<file path="config.mk">
export PLATFORM = sky130hd
export DESIGN_NAME = seven_seg_scan
export DESIGN_NICKNAME = d
export VERILOG_FILES = /design/src/rtl/seven_seg_scan_pkg.sv /design/src/rtl/Bcd_To_Seg.sv /design/src/rtl/seven_seg_scan.sv
export SDC_FILE = /design/constraint.sdc
export NUM_CORES = 1
export LEC_CHECK = 0
export CAP_MARGIN = 10
export CORE_ASPECT_RATIO = 1.2
export CORE_UTILIZATION = 50
export DETAILED_ROUTE_END_ITERATION = 12
export PLACE_DENSITY = 0.76
export RECOVER_POWER = 50
export SLEW_MARGIN = 20
export SYNTH_ARGS = -nofsm -noshare
export SYNTH_HDL_FRONTEND = slang
export SYNTH_HIERARCHICAL = 1
export SYNTH_SLANG_ARGS = --single-unit
</file>
<file path="constraint.sdc">
create_clock -name clk -period 2.6 [get_ports clk]
set_clock_uncertainty 0.15 [all_clocks]
set_input_delay 0.52 -clock clk [delete_from_list [all_inputs] [get_ports clk]]
set_output_delay 0.52 -clock clk [all_outputs]
set_load 0.02 [all_outputs]
</file>
<file path="src/rtl/seven_seg_scan_pkg.sv">
// Shared seven-segment constants and helpers for display blocks.
// Patterns are active-low, bit order {g,f,e,d,c,b,a}.
// No state; pure constants and functions.
package seven_seg_scan_pkg;

    localparam logic [6:0] SEG_0     = 7'b1000000;
    localparam logic [6:0] SEG_1     = 7'b1111001;
    localparam logic [6:0] SEG_2     = 7'b0100100;
    localparam logic [6:0] SEG_3     = 7'b0110000;
    localparam logic [6:0] SEG_4     = 7'b0011001;
    localparam logic [6:0] SEG_5     = 7'b0010010;
    localparam logic [6:0] SEG_6     = 7'b0000010;
    localparam logic [6:0] SEG_7     = 7'b1111000;
    localparam logic [6:0] SEG_8     = 7'b0000000;
    localparam logic [6:0] SEG_9     = 7'b0010000;
    localparam logic [6:0] SEG_DASH  = 7'b0111111;
    localparam logic [6:0] SEG_BLANK = 7'b1111111;

    localparam logic [3:0] AN_OFF    = 4'b1111;

    // Digit positions: 0 is the rightmost digit.
    typedef enum logic [1:0] {
        DIG_R_ONES = 2'd0,
        DIG_R_TENS = 2'd1,
        DIG_L_ONES = 2'd2,
        DIG_L_TENS = 2'd3
    } digit_e;

    // Active-low one-hot anode pattern for a digit index.
    function automatic logic [3:0] anode_for(input logic [1:0] idx);
        logic [3:0] onehot;
        onehot = 4'b0001 << idx;
        return ~onehot;
    endfunction

endpackage

</file>
<file path="src/rtl/Bcd_To_Seg.sv">
// BCD nibble to active-low seven-segment decoder; values above 9 show a dash.
// Latency: purely combinational, zero cycles.
// Backpressure: none.
module Bcd_To_Seg
    import seven_seg_scan_pkg::*;
(
    input  logic [3:0] bcd,
    output logic [6:0] seg_n
);

    // Table lookup of the segment pattern for the nibble.
    always_comb begin
        seg_n = SEG_DASH;
        case (bcd)
            4'd0:    seg_n = SEG_0;
            4'd1:    seg_n = SEG_1;
            4'd2:    seg_n = SEG_2;
            4'd3:    seg_n = SEG_3;
            4'd4:    seg_n = SEG_4;
            4'd5:    seg_n = SEG_5;
            4'd6:    seg_n = SEG_6;
            4'd7:    seg_n = SEG_7;
            4'd8:    seg_n = SEG_8;
            4'd9:    seg_n = SEG_9;
            default: seg_n = SEG_DASH;
        endcase
    end

endmodule

</file>
<file path="src/rtl/seven_seg_scan.sv">
// Four-digit multiplexed seven-segment scanner showing two BCD pairs from a per-frame snapshot.
// Latency: an/seg/dp are registered, one cycle behind the scan index; frame_tick marks the load cycle.
// Backpressure: none; free-running scan. Optional LEADING_ZERO_BLANK_EN blanks zero tens digits.
module seven_seg_scan
    import seven_seg_scan_pkg::*;
#(
    parameter int CLK_FREQ = 100000000,
    parameter int DIGIT_HZ = 1000
) (
    input  logic       clk,
    input  logic       reset,
    input  logic [7:0] left_reading,
    input  logic [7:0] right_reading,
    output logic [3:0] an,
    output logic [6:0] seg,
    output logic       dp,
    output logic       frame_tick
);

    localparam int DIV = CLK_FREQ / DIGIT_HZ;
    localparam int PW  = (DIV > 1) ? $clog2(DIV) : 1;
    localparam logic [PW-1:0] PRESC_MAX = PW'(DIV - 1);

    logic [PW-1:0] presc_q, presc_d;
    logic [1:0]    idx_q, idx_d;
    logic [15:0]   snap_q, snap_d;
    logic [3:0]    an_q, an_d;
    logic [6:0]    seg_q, seg_d;
    logic          dp_q, dp_d;

    logic          digit_end;
    logic          frame_load;
    logic [3:0]    nibble;
    logic [6:0]    dec_seg;

    // Decode of the nibble selected by the current scan index.
    Bcd_To_Seg u_dec (
        .bcd   (nibble),
        .seg_n (dec_seg)
    );

    // Prescaler, scan index and snapshot advance; snapshot reloads as the index wraps 3->0.
    always_comb begin
        digit_end  = (presc_q == PRESC_MAX);
        frame_load = digit_end && (idx_q == 2'd3);
        presc_d    = digit_end ? '0 : presc_q + PW'(1);
        idx_d      = digit_end ? idx_q + 2'd1 : idx_q;
        snap_d     = frame_load ? {left_reading, right_reading} : snap_q;
    end

    // Select the nibble for the current digit from the frozen snapshot.
    always_comb begin
        nibble = snap_q[3:0];
        case (digit_e'(idx_q))
            DIG_R_ONES: nibble = snap_q[3:0];
            DIG_R_TENS: nibble = snap_q[7:4];
            DIG_L_ONES: nibble = snap_q[11:8];
            DIG_L_TENS: nibble = snap_q[15:12];
            default:    nibble = snap_q[3:0];
        endcase
    end

    // Next display outputs; dp lights only on digit 2 to separate the two pairs.
    always_comb begin
        an_d  = anode_for(idx_q);
        seg_d = dec_seg;
        dp_d  = (idx_q != 2'd2);
`ifdef LEADING_ZERO_BLANK_EN
        // Tens digits with a zero nibble go dark while the anode keeps scanning.
        if (((idx_q == 2'd3) || (idx_q == 2'd1)) && (nibble == 4'd0)) begin
            seg_d = SEG_BLANK;
        end
`endif
    end

    // State and output registers; reset forces everything dark immediately.
    always_ff @(posedge clk or posedge reset) begin
        if (reset) begin
            presc_q <= '0;
            idx_q   <= 2'd0;
            snap_q  <= 16'h0000;
            an_q    <= AN_OFF;
            seg_q   <= SEG_BLANK;
            dp_q    <= 1'b1;
        end else begin
            presc_q <= presc_d;
            idx_q   <= idx_d;
            snap_q  <= snap_d;
            an_q    <= an_d;
            seg_q   <= seg_d;
            dp_q    <= dp_d;
        end
    end

    assign an         = an_q;
    assign seg        = seg_q;
    assign dp         = dp_q;
    assign frame_tick = frame_load;

endmodule

</file>
# --- Word-level counts from Yosys, hierarchy flattened ---
# Memory sizes are Yosys's and may differ from the RTL's. A register that Yosys moved wholly into a read port is not among the register bits.
# Cells that the tools add are included.
word_totals:
  register_bits: 40
  latch_bits: 0
  ramBits: 0
  romBits: 112
  input_bits: 18
  out_inout_bits: 13
  n_memories: 1
mem_list:
  columns: ["name", "words", "word_bits", "read_ports", "rd_clocked_by_memory_dff", "write_ports", "line_no", "rtl"]
  rows:
  - ["(no name shown)", 16, 7, 1, 1, 0, "Bcd_To_Seg.sv:14", "case (bcd)"]
op_classes:
  add_sub_neg: 2
  n_mul: 0
  div: 0
  order_cmp: 0
  eq_ne: 5
  n_shift: 1
  mux: 2
  n_bitwise: 1
  reduce_logical: 2
ops:
  columns: ["operator", "count"]
  rows:
  - ["$add 17x1->17 const B", 1]
  - ["$eq 17x17->1 const B", 1]
  - ["$mux 17", 1]
  - ["$pmux 4 s4", 1]
  - ["$eq 2x2->1 const B", 2]
  - ["$not 4->4", 1]
  - ["$shl 1x2->4 const A", 1]
  - ["$add 2x1->2 const B", 1]
  - ["$eq 2x1->1 const B", 1]
  - ["$logic_not 2->1", 1]
  - ["$ne 2x2->1 const B", 1]
  - ["$logic_and 1x1->1", 1]

# --- Logic depth before layout (Yosys ltp) ---
depth:
  ltp_word: 2
  mapped_depth: 8
  depth_no_buf: 8

# --- Modules after synthesis ---
# Netlist, hierarchy kept.
modules_own_cells:
  columns: ["module", "n_inst", "cells_per_inst", "area_per_inst_um2", "seq_area_each_um2"]
  rows:
  - ["seven_seg_scan", 1, 157, 2035.7, 1164.9]
  - ["Bcd_To_Seg", 1, 31, 240.2, 0.0]

# --- Worst setup path before layout ---
# No wires, ideal clock.
synth_path:
  kind: "reg-to-reg"
  startpoint: "register idx_q[0]"
  endpoint: "register seg_q[4], in the netlist seg[4]"
  setup_ns: 0.077
  arrival_ns: 2.092
  required_ns: 2.373
  setup_slack_ns: 0.280
  path_stages_with_launch: 9
  n_path_buf: 1
  path_cell_list: "dfrtp_1 -> inv_1 -> ha_1 -> buf_1 -> mux2i_1 -> inv_1 -> ha_1 -> or2b_1 -> a31oi_1"
synth_between:
  elab_chain_len: 2
  elab_cells_between_ends: 5
  cone_classes: "3 x eq/ne; 1 x mux; 1 x reduce/logical"
synth_lines:
  columns: ["element", "line_no", "rtl"]
  rows:
  - ["start, declared", "seven_seg_scan.sv:25", "logic [1:0] idx_q, idx_d;"]
  - ["start signal, assigned", "seven_seg_scan.sv:87", "idx_q <= idx_d;"]
  - ["$eq 2x2->1 (tied with other cells)", "seven_seg_scan.sv:54", "case (digit_e'(idx_q))"]
  - ["$pmux 4 s4 (*)", "seven_seg_scan.sv:54", null]
  - ["named net nibble[1]", "seven_seg_scan.sv:33", "logic [3:0] nibble;"]
  - ["end, declared", "seven_seg_scan.sv:28", "logic [6:0] seg_q, seg_d;"]
# Mark *: on every way through the listed nets, which the timed path passes. The rest lies on a longest branch.
# A chain may end at the register's enable or synchronous reset.

# --- Final worst setup path ---
layout_path:
  startpoint: "register presc_q[6]"
  endpoint: "output port frame_tick"
layout_between:
  elab_chain_len: 2
layout_lines:
  columns: ["element", "line_no", "rtl"]
  rows:
  - ["start, declared", "seven_seg_scan.sv:24", "logic [PW-1:0] presc_q, presc_d;"]
  - ["start signal, assigned", "seven_seg_scan.sv:86", "presc_q <= presc_d;"]
  - ["$eq 17x17->1", "seven_seg_scan.sv:44", "digit_end = (presc_q == PRESC_MAX);"]
  - ["$logic_and 1x1->1", "seven_seg_scan.sv:45", "frame_load = digit_end && (idx_q == 2'd3);"]
  - ["end, declared", "seven_seg_scan.sv:17", "output logic frame_tick"]
# No other way between the ends.

==> run_results.csv <==
group,metric,value,unit
pwr,fin_total_pwr,1.33,mW
cts,clkLatencyLatePin,0.30,ns
yosys,ys_seq_elements,46,
timing,worstMarginPinSlew,1.09,ns
yosys,synth_edf_count,0,
yosys,synth_nets,217,
worst_setup_path,critical_path_class,"reg -> out",
yosys,synth_flop_cell,"dfrtp_1",
cts,htreeDepth,2,
placed_design,place.gp.congestion,0.737,
worst_setup_path,crit_slowest_cell,"or3_2",
pwr,p_per_area,481,nW/µm²
floorplanning,dieArea,4830,µm²
pwr,p_leak,1.25,nW
pwr,ir_drop,0.301,mV
timing,max_slew_margin,0.276,
timing,slew_violations,0,
timing,hold_viol,0,
cts,cts_buffer_depth,2,
worst_setup_path,cp.required,1.93,ns
timing,period_needed,2.50,ns
cells_and_area,final_layout_size_suffix_gt1_frac,0.245,
route,wire_per_inst,13.9,µm
cts,cts_root_buf,"clkbuf_8",
yosys,yosys_warnings,6,
placed_design,hpwl,2.86,mm
placed_design,dp_cells,275,
yosys,synth_top_family_by_area,"simple AND/OR/NAND/NOR gates",
route,remaining_drc_errors,0,
yosys,yosysMostFrequentCell,"dfrtp_1",
yosys,yosys-top-cells-area,"dfrtp_1 (38%), dfstp_2 (13%), mux2_4 (6.6%)",
global_routing,antenna_found_initial,0,
floorplanning,die_h,75.9,µm
worst_setup_path,slowest_delay,0.49,ns
worst_setup_path,crit_fanout,3,
yosys,synthMuxAreaShare,0.118,
timing,setup_viol,0,
timing,finalCritPeriodShare,0.962,
cells_and_area,stdcell_count,285,
cts,cts.sinks,46,
placed_design,io_buffers,30,
global_routing,grt.overflow.total,0,
worst_setup_path,cp_top_family,"simple AND/OR/NAND/NOR gates",
cts,clkSlewWorstSetupHoldPaths,0.08,ns
route,first_pass_iters,6,
yosys,synth_compound_area_frac,0.0423,
yosys,yosysTopAreaCell,"dfrtp_1",
yosys,async_reset_ff_frac,1.00,
worst_setup_path,worstPathCellList,"or3_2, nor4_4, and3_4, buf_4",
cells_and_area,antenna_cells,0,
route,vias,1482,
cells_and_area,nets,257,
cells_and_area,synthToLayoutAreaGrowth,21.3,%
job,drv_cap,0,
yosys,ys_seq_area_frac,0.512,
route,vias_per_cell,5.20,
route,drtIter0Drc,73,
yosys,synth_cell_types,43,
yosys,synth-simple-area-share,0.153,
floorplanning,core_area,4330,µm²
run_status,run_status,"finished clean",
cts,numCtsBuffers,5,
cts,postCtsHoldBufs,0,
floorplanning,floorplan.initialDensity,0.526,
global_routing,grt_pass1_vias,1599,
floorplanning,ioPinCount,31,
floorplanning,rows,26,
cts,cts_tree,"done",
global_routing,grt_max_degree,47,
yosys,avgSynthCellArea,12.1,µm²
yosys,synthAdderAreaFrac,0.0605,
yosys,synth-xor-area-share,0.0616,
worst_setup_path,crit_path_start_kind,"register",
worst_setup_path,end_kind,"output pin",
yosys,syn_inst,188,
yosys,synth_top_cell_area_share,0.385,
route,drt_wl_total,3.96,mm
global_routing,grt_usage,0.191,
yosys,syn_area,2280,µm²
timing,rsz0062_at_grt,"no",
floorplanning,die-width,63.6,µm
worst_setup_path,cp_num_buf_inv,1,
worst_setup_path,arrival,1.83,ns
route,antenna_left,0,
yosys,synth_common_cells,"dfrtp_1 (35), inv_1 (17), nor2_1 (16)",
min_path,hp-class,"reg -> reg",
global_routing,grt_pass1_wl,7.11,mm
timing,max_freq,400,MHz
-- cell type report --
type                    count  area (µm²)
fillers                   353        1570
flip-flops and latches     46        1160
multi-input cells         117         997
repair buffers             41         370
clock buffers               6        82.6
well taps                  56        70.1
inverters                  17        63.8
clock inverters             2        12.5
-- power by group --
part,total (mW),leakage [nW],internal [mW],switching [mW]
sequential,0.752,0.553,0.743,0.00890
clock,0.454,0.0472,0.214,0.240
combinational,0.122,0.651,0.0674,0.0549
total,1.33,1.25,1.02,0.304
-- layer usage --
| layer | global-route usage | vias to the layer above | share of wire |
|---|---|---|---|
| li1 | - | 712 | - |
| met1 | 0.224 | 727 | 0.43 |
| met2 | 0.319 | 35 | 0.52 |
| met3 | 0.0542 | 8 | 0.038 |
| met4 | 0.0841 | 0 | 0.021 |
| met5 | 0 | - | 0 |
-- cells by family after synthesis --
logic type,after synthesis
and+or+nand+nor,56
DFF,46
buffers and inverters,25
muxes,21
xor gates and xnor gates,16
AOI/OAI and AO/OA,13
adders and majority gates,11
-- path summary, 6_finish.rpt --
check | from | to | slack (ns) | cells after the start
min in group asynchronous | reset | presc_q[13] | 0.86 | 3
hold reg to reg | presc_q[0] | presc_q[0] | 0.34 | 1
setup / recovery | presc_q[6] | frame_tick | 0.1 | 4
hold / removal | presc_q[0] | presc_q[0] | 0.34 | 1
setup reg to reg | idx_q[0] | seg[4] | 0.23 | 7
max in group asynchronous | reset | snap_q[0] | 0.78 | 3
-- per-stage QoR --
step	hold slack [ns]	util	setup slack (ns)	setup TNS [ns]	instance area [µm²]
4_1_cts	0.342	0.635	0.000939	0	2750
2_1_floorplan	0.305	-	0.280	0	2280
3_5_place_dp	0.329	0.614	-0.0728	-0.0728	2660
6_report	0.336	0.638	0.0988	0	2760
3_3_place_gp	0.325	0.614	-0.0478	-0.0478	2660
5_1_grt	0.373	0.638	0.0343	0	2760
-- cells in the final DEF, fill, tap and decap left out, drive strengths merged, types with 2 or more instances in the layout --
cell type | Yosys | final
dfstp | 11 | 11
mux2 | 16 | 16
a22oi | 2 | 2
nand3 | 8 | 8
nand4 | 5 | 5
and2b | 2 | 2
xnor2 | 13 | 13
dfrtp | 35 | 35
inv | 17 | 16
buf | 6 | 9
xor2 | 3 | 3
a222oi | 4 | 4
mux2i | 5 | 5
nor2 | 16 | 16
and4 | 2 | 2
clkbuf | 2 | 9
clkdlybuf4s50 | 0 | 28
o21ai | 2 | 2
nand2 | 6 | 6
clkinv | 0 | 2
a21oi | 2 | 2
or2b | 2 | 2
nor4 | 3 | 3
nor2b | 2 | 2
ha | 11 | 11
nor3 | 2 | 2
-- registers in the layout, summed over array words and instances, names as in the netlist --
name	count
seg	7
presc_q	17
an	3
snap_q	16
idx_q	2
dp	1
-- repair_timing --
action	4_1_cts	5_1_grt
endpoints found under the setup margin	1	6
gates cloned	0	0
setup buffers	0	2
resized for setup	4	3
pin swaps	0	1
Note: power is estimated with default switching activity, not from simulation.
